<file path="config.mk">
export PLATFORM = sky130hd
export DESIGN_NAME = keystream_xor_engine
export DESIGN_NICKNAME = d
export VERILOG_FILES = /design/src/rtl/keystream_xor_engine.sv
export SDC_FILE = /design/constraint.sdc
export NUM_CORES = 1
export LEC_CHECK = 0
export BUFFER_PORTS_ARGS = -buffer_cell sky130_fd_sc_hd__buf_2
export CORE_MARGIN = 3
export CORE_UTILIZATION = 45
export CTS_CLUSTER_SIZE = 24
export DETAILED_ROUTE_END_ITERATION = 6
export PLACE_DENSITY = 0.69
export SYNTH_ARGS = -nofsm -noshare
export SYNTH_HDL_FRONTEND = slang
export SYNTH_SLANG_ARGS = --single-unit
</file>
<file path="constraint.sdc">
create_clock -name clk -period 5 [get_ports clk]
set_input_delay 1 -clock clk [delete_from_list [all_inputs] [get_ports clk]]
set_output_delay 1 -clock clk [all_outputs]
set_load 0.02 [all_outputs]
</file>
<file path="src/rtl/keystream_xor_engine.sv">
// keystream_xor_engine
// Consumer end of the chaotic state stream: drops the first DISCARD state
// triples, folds every later triple into a 32-bit keystream word, buffers the
// words in a DEPTH-entry FIFO and XORs them onto a valid/ready data stream.
// Encryption and decryption are the same operation.
// Optional feature: define KSX_WORD_COUNT_EN to build the dout transfer counter
// (word_count); otherwise word_count is tied to zero.
module keystream_xor_engine #(
    parameter int DEPTH   = 4,
    parameter int DISCARD = 16
) (
    input  logic        clk,
    input  logic        reset,
    input  logic        st_valid,
    output logic        st_ready,
    input  logic [31:0] xp,
    input  logic [31:0] xs,
    input  logic [31:0] xl,
    input  logic        din_valid,
    output logic        din_ready,
    input  logic [31:0] din,
    output logic        dout_valid,
    input  logic        dout_ready,
    output logic [31:0] dout,
    output logic [31:0] word_count
);

    localparam int          PW        = $clog2(DEPTH);
    localparam logic [15:0] DISCARD_W = 16'(DISCARD);
    localparam logic [PW:0] PTR_ONE   = (PW+1)'(1);
    localparam logic [PW:0] PTR_MSB   = {1'b1, {PW{1'b0}}};

    typedef enum logic {
        WARMUP = 1'b0,
        RUN    = 1'b1
    } state_t;

    state_t      state;
    logic [15:0] warm_cnt;
    logic [31:0] mem [DEPTH];
    logic [PW:0] wr_ptr;
    logic [PW:0] rd_ptr;
    logic        fifo_full;
    logic        fifo_empty;
    logic        st_acc;
    logic        push;
    logic        load;

    // Keystream fold: xp ^ rotl(xs,8) ^ rotl(xl,16), pure bitwise mixing.
    function automatic logic [31:0] fold(input logic [31:0] p,
                                         input logic [31:0] s,
                                         input logic [31:0] l);
        return p ^ {s[23:0], s[31:24]} ^ {l[15:0], l[31:16]};
    endfunction

    // Handshake decode; every ready depends only on registered state and the
    // current din_valid/dout_ready, never on the data buses.
    always_comb begin
        fifo_empty = (wr_ptr == rd_ptr);
        fifo_full  = ((wr_ptr ^ rd_ptr) == PTR_MSB);
        st_ready   = (state == WARMUP) ? 1'b1 : !fifo_full;
        st_acc     = st_valid && st_ready;
        push       = st_acc && (state == RUN);
        load       = din_valid && !fifo_empty && (!dout_valid || dout_ready);
        din_ready  = load;
    end

    // Warm-up FSM: count discarded triples, then stay in RUN until reset.
    always_ff @(posedge clk) begin
        if (reset) begin
            state    <= (DISCARD == 0) ? RUN : WARMUP;
            warm_cnt <= 16'd0;
        end else if (state == WARMUP && st_acc) begin
            warm_cnt <= warm_cnt + 16'd1;
            if (warm_cnt + 16'd1 == DISCARD_W) begin
                state <= RUN;
            end
        end
    end

    // FIFO pointers: one extra wrap bit separates full from empty.
    always_ff @(posedge clk) begin
        if (reset) begin
            wr_ptr <= '0;
            rd_ptr <= '0;
        end else begin
            if (push) begin
                wr_ptr <= wr_ptr + PTR_ONE;
            end
            if (load) begin
                rd_ptr <= rd_ptr + PTR_ONE;
            end
        end
    end

    // FIFO storage; contents are only meaningful between the pointers.
    always_ff @(posedge clk) begin
        if (push) begin
            mem[wr_ptr[PW-1:0]] <= fold(xp, xs, xl);
        end
    end

    // Single-entry output register; holds steady while stalled.
    always_ff @(posedge clk) begin
        if (reset) begin
            dout_valid <= 1'b0;
            dout       <= 32'd0;
        end else if (load) begin
            dout_valid <= 1'b1;
            dout       <= din ^ mem[rd_ptr[PW-1:0]];
        end else if (dout_ready) begin
            dout_valid <= 1'b0;
        end
    end

`ifdef KSX_WORD_COUNT_EN
    // Count completed output transfers, wrapping at 2^32.
    always_ff @(posedge clk) begin
        if (reset) begin
            word_count <= 32'd0;
        end else if (dout_valid && dout_ready) begin
            word_count <= word_count + 32'd1;
        end
    end
`else
    assign word_count = 32'd0;
`endif

endmodule

</file>
==> results of run 1 <==
==> per-layer routing <==
| metal | vias to the layer above | GRT usage [%] | routed length [um] |
|---|---|---|---|
| li1 | 2316 | - | - |
| met1 | 2291 | 20.2 | 6700 |
| met2 | 144 | 27.2 | 7960 |
| met3 | 6 | 4.58 | 876 |
| met4 | 0 | 3.33 | 67 |
| met5 | - | 0 | 0 |
==> cell type report <==
cell class / count / area [um^2]
clock buffer: 19 / 443
clock inverter: 13 / 118
fill: 1447 / 7930
inverter: 3 / 11.3
multi-input combinational: 349 / 3010
sequential: 186 / 5010
tap: 225 / 282
timing repair buffer: 170 / 858
==> placed cells by master, fill, tap and decap left out, drive strengths merged, types with 2 or more instances in the layout <==
cell type | Yosys | layout
a211oi | 36 | 36
a21oi | 5 | 5
a311oi | 2 | 2
and2 | 4 | 4
and4 | 2 | 2
buf | 49 | 170
clkbuf | 4 | 19
clkinv | 0 | 8
conb | 1 | 32
dfxtp | 58 | 58
edfxtp | 128 | 128
ha | 6 | 6
inv | 3 | 7
mux4 | 32 | 32
nand2 | 14 | 14
nand2b | 3 | 3
nand3 | 6 | 6
nand4 | 5 | 5
nor2 | 59 | 59
nor2b | 3 | 3
nor3 | 4 | 4
nor4 | 4 | 4
xnor2 | 106 | 106
xor2 | 15 | 15
==> final timing paths <==
check                                       endpoint  cells past startpoint
worst max register to register  mem[3][24]$_DFFE_PP_                      3
worst min-delay path            dout[5]$_SDFFE_PP0P_                      2
worst max-delay path                       din_ready                      4
worst min register to register  dout[5]$_SDFFE_PP0P_                      2
==> sequential cells by signal (all words and copies together), names as in the netlist, named ones only <==
signal / count
state: 1
rd_ptr: 3
mem: 128
warm_cnt: 16
wr_ptr: 3
dout: 32
dout_valid: 1
==> power groups by stage <==
stage	clock network, mW	logic [mW]	registers (mW)
after global placement	0	0.203	1.71
after floorplan	0	0.141	1.71
final	1.27	0.210	1.68
after CTS	1.30	0.214	1.68
after detailed placement	0	0.214	1.72
after global routing	1.37	0.233	1.68
==> logic make-up (layout without fill, tap and decap cells) <==
group / count (synthesis) / in the layout
XOR/XNOR: 121 / 121
AND/OR/NAND/NOR: 111 / 111
multiplexers: 33 / 33
buffers and inverters: 56 / 205
other: 1 / 32
adder cells (fa/ha/maj): 6 / 6
flip-flops: 186 / 186
AO/OA/AOI/OAI: 46 / 46
==> worst register-to-register path: cells and delay by family, from the launching register on <==
kind                      cells  cell delay (ns)
and+or+nand+nor               1             0.87
xor gates and xnor gates      1             0.20
AOI/OAI and AO/OA             1             0.54
DFF                           1             0.44
==> flow_summary.yaml, run 1 <==
flow_run:
  cap_violations: 0
clock_network:
  cts_buffers: 17
  clk_path_buf_depth: 2
  post_cts_buffers: 0
  worstSkewPairLatency_ns: 0.42
  clock_sinks: 186
  htreeDepth: 4
  postCtsHoldBufs: 0
  root_buffer: "clkbuf_16"
  ctsResizeCount: 0
  clkTransAtPathRegs_ns: 0.06
  cts_tree: "done"
setup_path:
  cp_top_family: "compound AO/OA/AOI/OAI gates"
  worst_setup_path_end_kind: "output port"
  crit_required_ns: 4.00
  start_kind: "input pin"
  slowest_stage: "a311oi_4"
  startpoint: "dout_ready"
  crit_top_cell: "buf_2"
  reg2reg_from: "wr_ptr[0]$_SDFFE_PP0P_"
  critical_path_class: "in2out"
  critPathMaxStageDelay_ns: 0.41
  path_cells: "buf_2 > nor2b_1 > a311oi_4 > buf_2"
  critical_path.n_buffers_inverters: 2
  r2r_slack_ns: 2.55
  cp.arrival_ns: 1.80
  cp_max_fo: 2
route:
  routedWlPerCell_um: 16.2
  detail_route.wirelength_um: 15600
  drc: 0
  drt_first_pass_iters: 4
  vias_per_cell: 4.93
  antenna_left: 0
  drt_iter0_markers: 280
  vias: 4757
finish:
  drive_gt1_share_pct: 35.7
  utilization_pct: 55.1
  syn_to_final_growth_pct: 17.5
  final_cells: 965
  final_area_mm2: 0.00973
  nets: 866
  diodes: 0
timing:
  finalCritPeriodShare_pct: 55.9
  timing.slew.headroom_pct: 38.5
  tightestPinTransition_ns: 0.922
  holdWs_ns: 0.500
  setup_viol: 0
  setup_slack_ns: 2.20
  rsz0062_at_grt: "false"
  finalCriticalPeriod_ns: 2.80
  finClkSkew_ns: 0.0132
  fmax_mhz: 358
  drv_slew: 0
  hold_violations: 0
  setup_tns_ns: 0
pwr:
  p_clk_share_pct: 40.2
  p_per_area_mw_per_mm2: 325
  p_leak_nw: 3.45
  switching_share_pct: 21.8
  comb_power_share_pct: 6.6
  p_switching_uw: 690
  power.total_mw: 3.16
  max-vdd-ir-drop_mv: 0.225
  seqPwrFrac_pct: 53.2
  internal-power_mw: 2.47
floorplan:
  start_util_pct: 46.9
  die_h_um: 142
  io_pins: 200
  die-width_um: 142
  coreArea_mm2: 0.0177
  rows: 48
  die-area_mm2: 0.0201
yosys:
  synth.top_cell.area_share_pct: 46.4
  muxShareOfSynthArea_pct: 8.83
  synth_xor_area_share_pct: 12.8
  yosys_warnings: 0
  syn_area_mm2: 0.00828
  synth_adder_area_share_pct: 0.907
  synth_compound_area_share_pct: 5.44
  synth_edf_count: 128
  synth_top_cell_by_area: "edfxtp_1"
  synth_top_family_by_area: "XOR/XNOR gates"
  ys_types: 42
  postSynthAreaPerCell_um2: 14.8
  synth_top_flop_cell: "edfxtp_1"
  synth-seq-cells: 186
  synth_commonest_cells: "edfxtp_1 (128), xnor2_1 (106), nor2_1 (59), dfxtp_1 (58), buf_4 (36)"
  ys_async_sr_fraction_pct: 0
  synthTopCellsByArea: "edfxtp_1 (46%), dfxtp_1 (14%), xnor2_1 (11%)"
  syn_inst: 560
  synth-simple-area-share_pct: 6.83
  yosysMostFrequentCell: "edfxtp_1"
  ys_seq_area_share_pct: 60.5
place:
  dp_cells: 933
  dp_hpwl_um: 10600
  place_area_mm2: 0.00917
  port-buffer-count: 167
  place_congestion: 0.747
  dp_worst_setup_slack_ns: 2.09
worst_hold_path:
  hold_path.class: "reg2reg"
  hold_path.startpoint: "dout[5]$_SDFFE_PP0P_"
outcome:
  status: "completed"
global_route:
  grt_max_degree: 68
  grt_remaining_overflow: 0
  grt_pass1_vias: 4852
  antenna_found_initial: 0
  track_usage_pct: 15.9
  grt_pass1_wl_um: 24700
Power figures use the tool's default switching activity.
==> run 2: changes to the inputs <==
==> constraint.sdc (replaced) <==
create_clock -name clk -period 2.7 [get_ports clk]
set_input_delay 0.54 -clock clk [delete_from_list [all_inputs] [get_ports clk]]
set_output_delay 0.54 -clock clk [all_outputs]
set_load 0.02 [all_outputs]
==> flow_summary.yaml, run 2 (same netlist as run 1, synthesis figures left out) <==
global_route:
  antenna_found_initial: 1
  grt_pass1_wl_um: 24500
  grt_max_degree: 68
  grt_remaining_overflow: 0
  grt_pass1_vias: 4861
  track_usage_pct: 15.7
finish:
  syn_to_final_growth_pct: 19.3
  largest_reg_flops: 128
  most-common-layout-cells: "buf_2 (167), edfxtp_1 (128), xnor2_1 (106), nor2_1 (59), dfxtp_1 (56)"
  nets: 873
  fill_cells: 1437
  diodes: 0
  final_area_mm2: 0.00988
  drive_gt1_share_pct: 36.3
  mostFrequentLayoutCell: "buf_2"
setup_path:
  critical_path_class: "reg2out"
  crit_required_ns: 2.16
  cp.arrival_ns: 1.82
  reg2reg_from: "wr_ptr[0]$_SDFFE_PP0P_"
  worst_setup_path_end_kind: "output port"
  cp_max_fo: 5
  start_kind: "flop"
  r2r_slack_ns: 0.58
  reg2reg_to: "wr_ptr[2]$_SDFFE_PP0P_"
  r2r_cells: 6
timing:
  finalCriticalPeriod_ns: 2.36
  finalCritPeriodShare_pct: 87.6
  holdWs_ns: 0.396
  hold_violations: 0
  setup_tns_ns: 0
  finClkSkew_ns: 0.0133
  fmax_mhz: 423
  rsz0062_at_grt: "false"
  timing.slew.headroom_pct: 49.3
  tightestPinTransition_ns: 0.760
  setup_viol: 0
  drv_slew: 0
route:
  drt_first_pass_iters: 5
  vias_per_cell: 4.98
  antenna_left: 0
  vias: 4838
  drc: 0
  detail_route.wirelength_um: 15500
  routedWlPerCell_um: 16.0
  drt_iter0_markers: 163
outcome:
  status: "completed"
clock_network:
  cts_buffers: 17
  htreeDepth: 4
  clock_sinks: 186
  clk_path_buf_depth: 2
  clkTransAtPathRegs_ns: 0.06
  postCtsHoldBufs: 0
  post_cts_buffers: 0
  worstSkewPairLatency_ns: 0.43
  ctsResizeCount: 0
  cts_tree: "done"
  root_buffer: "clkbuf_16"
place:
  place_congestion: 0.739
  place_area_mm2: 0.00929
  dp_hpwl_um: 10700
  port-buffer-count: 167
worst_hold_path:
  hold_path.startpoint: "din_valid"
  hold_path.class: "in2reg"
  hold_depth: 3
  min_to: "dout_valid$_SDFFE_PP0P_"
flow_run:
  cap_violations: 0
floorplan:
  die-area_mm2: 0.0201
  die-width_um: 142
  start_util_pct: 46.9
  coreArea_mm2: 0.0177
  rows: 48
  die_h_um: 142
  io_pins: 200
pwr:
  max-vdd-ir-drop_mv: 0.458
  p_per_area_mw_per_mm2: 600
  p_leak_nw: 3.50
-- run 2: worst max path at each step --
stage,end,slack (ns),startpoint
floorplan,mem[3][0]$_DFFE_PP_,0.47,wr_ptr[0]$_SDFFE_PP0P_
global placement,wr_ptr[2]$_SDFFE_PP0P_,0.60,st_valid
detailed placement,wr_ptr[2]$_SDFFE_PP0P_,0.54,st_valid
CTS,din_ready,0.34,wr_ptr[0]$_SDFFE_PP0P_
global route,din_ready,0.27,wr_ptr[0]$_SDFFE_PP0P_
finish,din_ready,0.34,wr_ptr[0]$_SDFFE_PP0P_
-- run 2: metrics by stage --
step	std cells	power [mW]	utilization, %	setup slack [ns]
floorplan	591	3.44	-	0.467
global placement	940	3.55	52.6	0.603
detailed placement	940	3.57	52.6	0.544
CTS	972	5.98	55.9	0.335
global route	972	6.13	55.9	0.268
finish	972	5.92	55.9	0.335
-- run 2: power by group --
group | leakage, nW | total [mW] | internal [mW] | switching (mW)
logic | 1.60 | 0.389 | 0.167 | 0.222
clock network | 0.280 | 2.42 | 1.37 | 1.06
registers | 1.62 | 3.11 | 3.11 | 0.00497
-- run 2: critical path, cell delays in order, from the launching register on --
cell	delay, ns
dfxtp_1	0.45
xnor2_1	0.19
a311oi_4	0.51
buf_2	0.25
-- run 2: layer usage --
metal  vias to the layer above  share of wire, %  GRT usage, %
met2                       162                50          27.1
met4                         2               1.2          4.44
li1                       2325                 -             -
met5                         -             0.090             0
met3                        17               6.3          3.94
met1                      2332                43          19.7
-- run 2: layout make-up --
class	instances	area (um^2)	share of cell area [%]
flip-flops and latches	186	5010	50.7
multi-input cells	349	3010	30.4
repair buffers	177	986	9.98
clock buffers	22	474	4.80
well taps	225	282	2.85
clock inverters	10	109	1.10
inverters	3	11.3	0.114
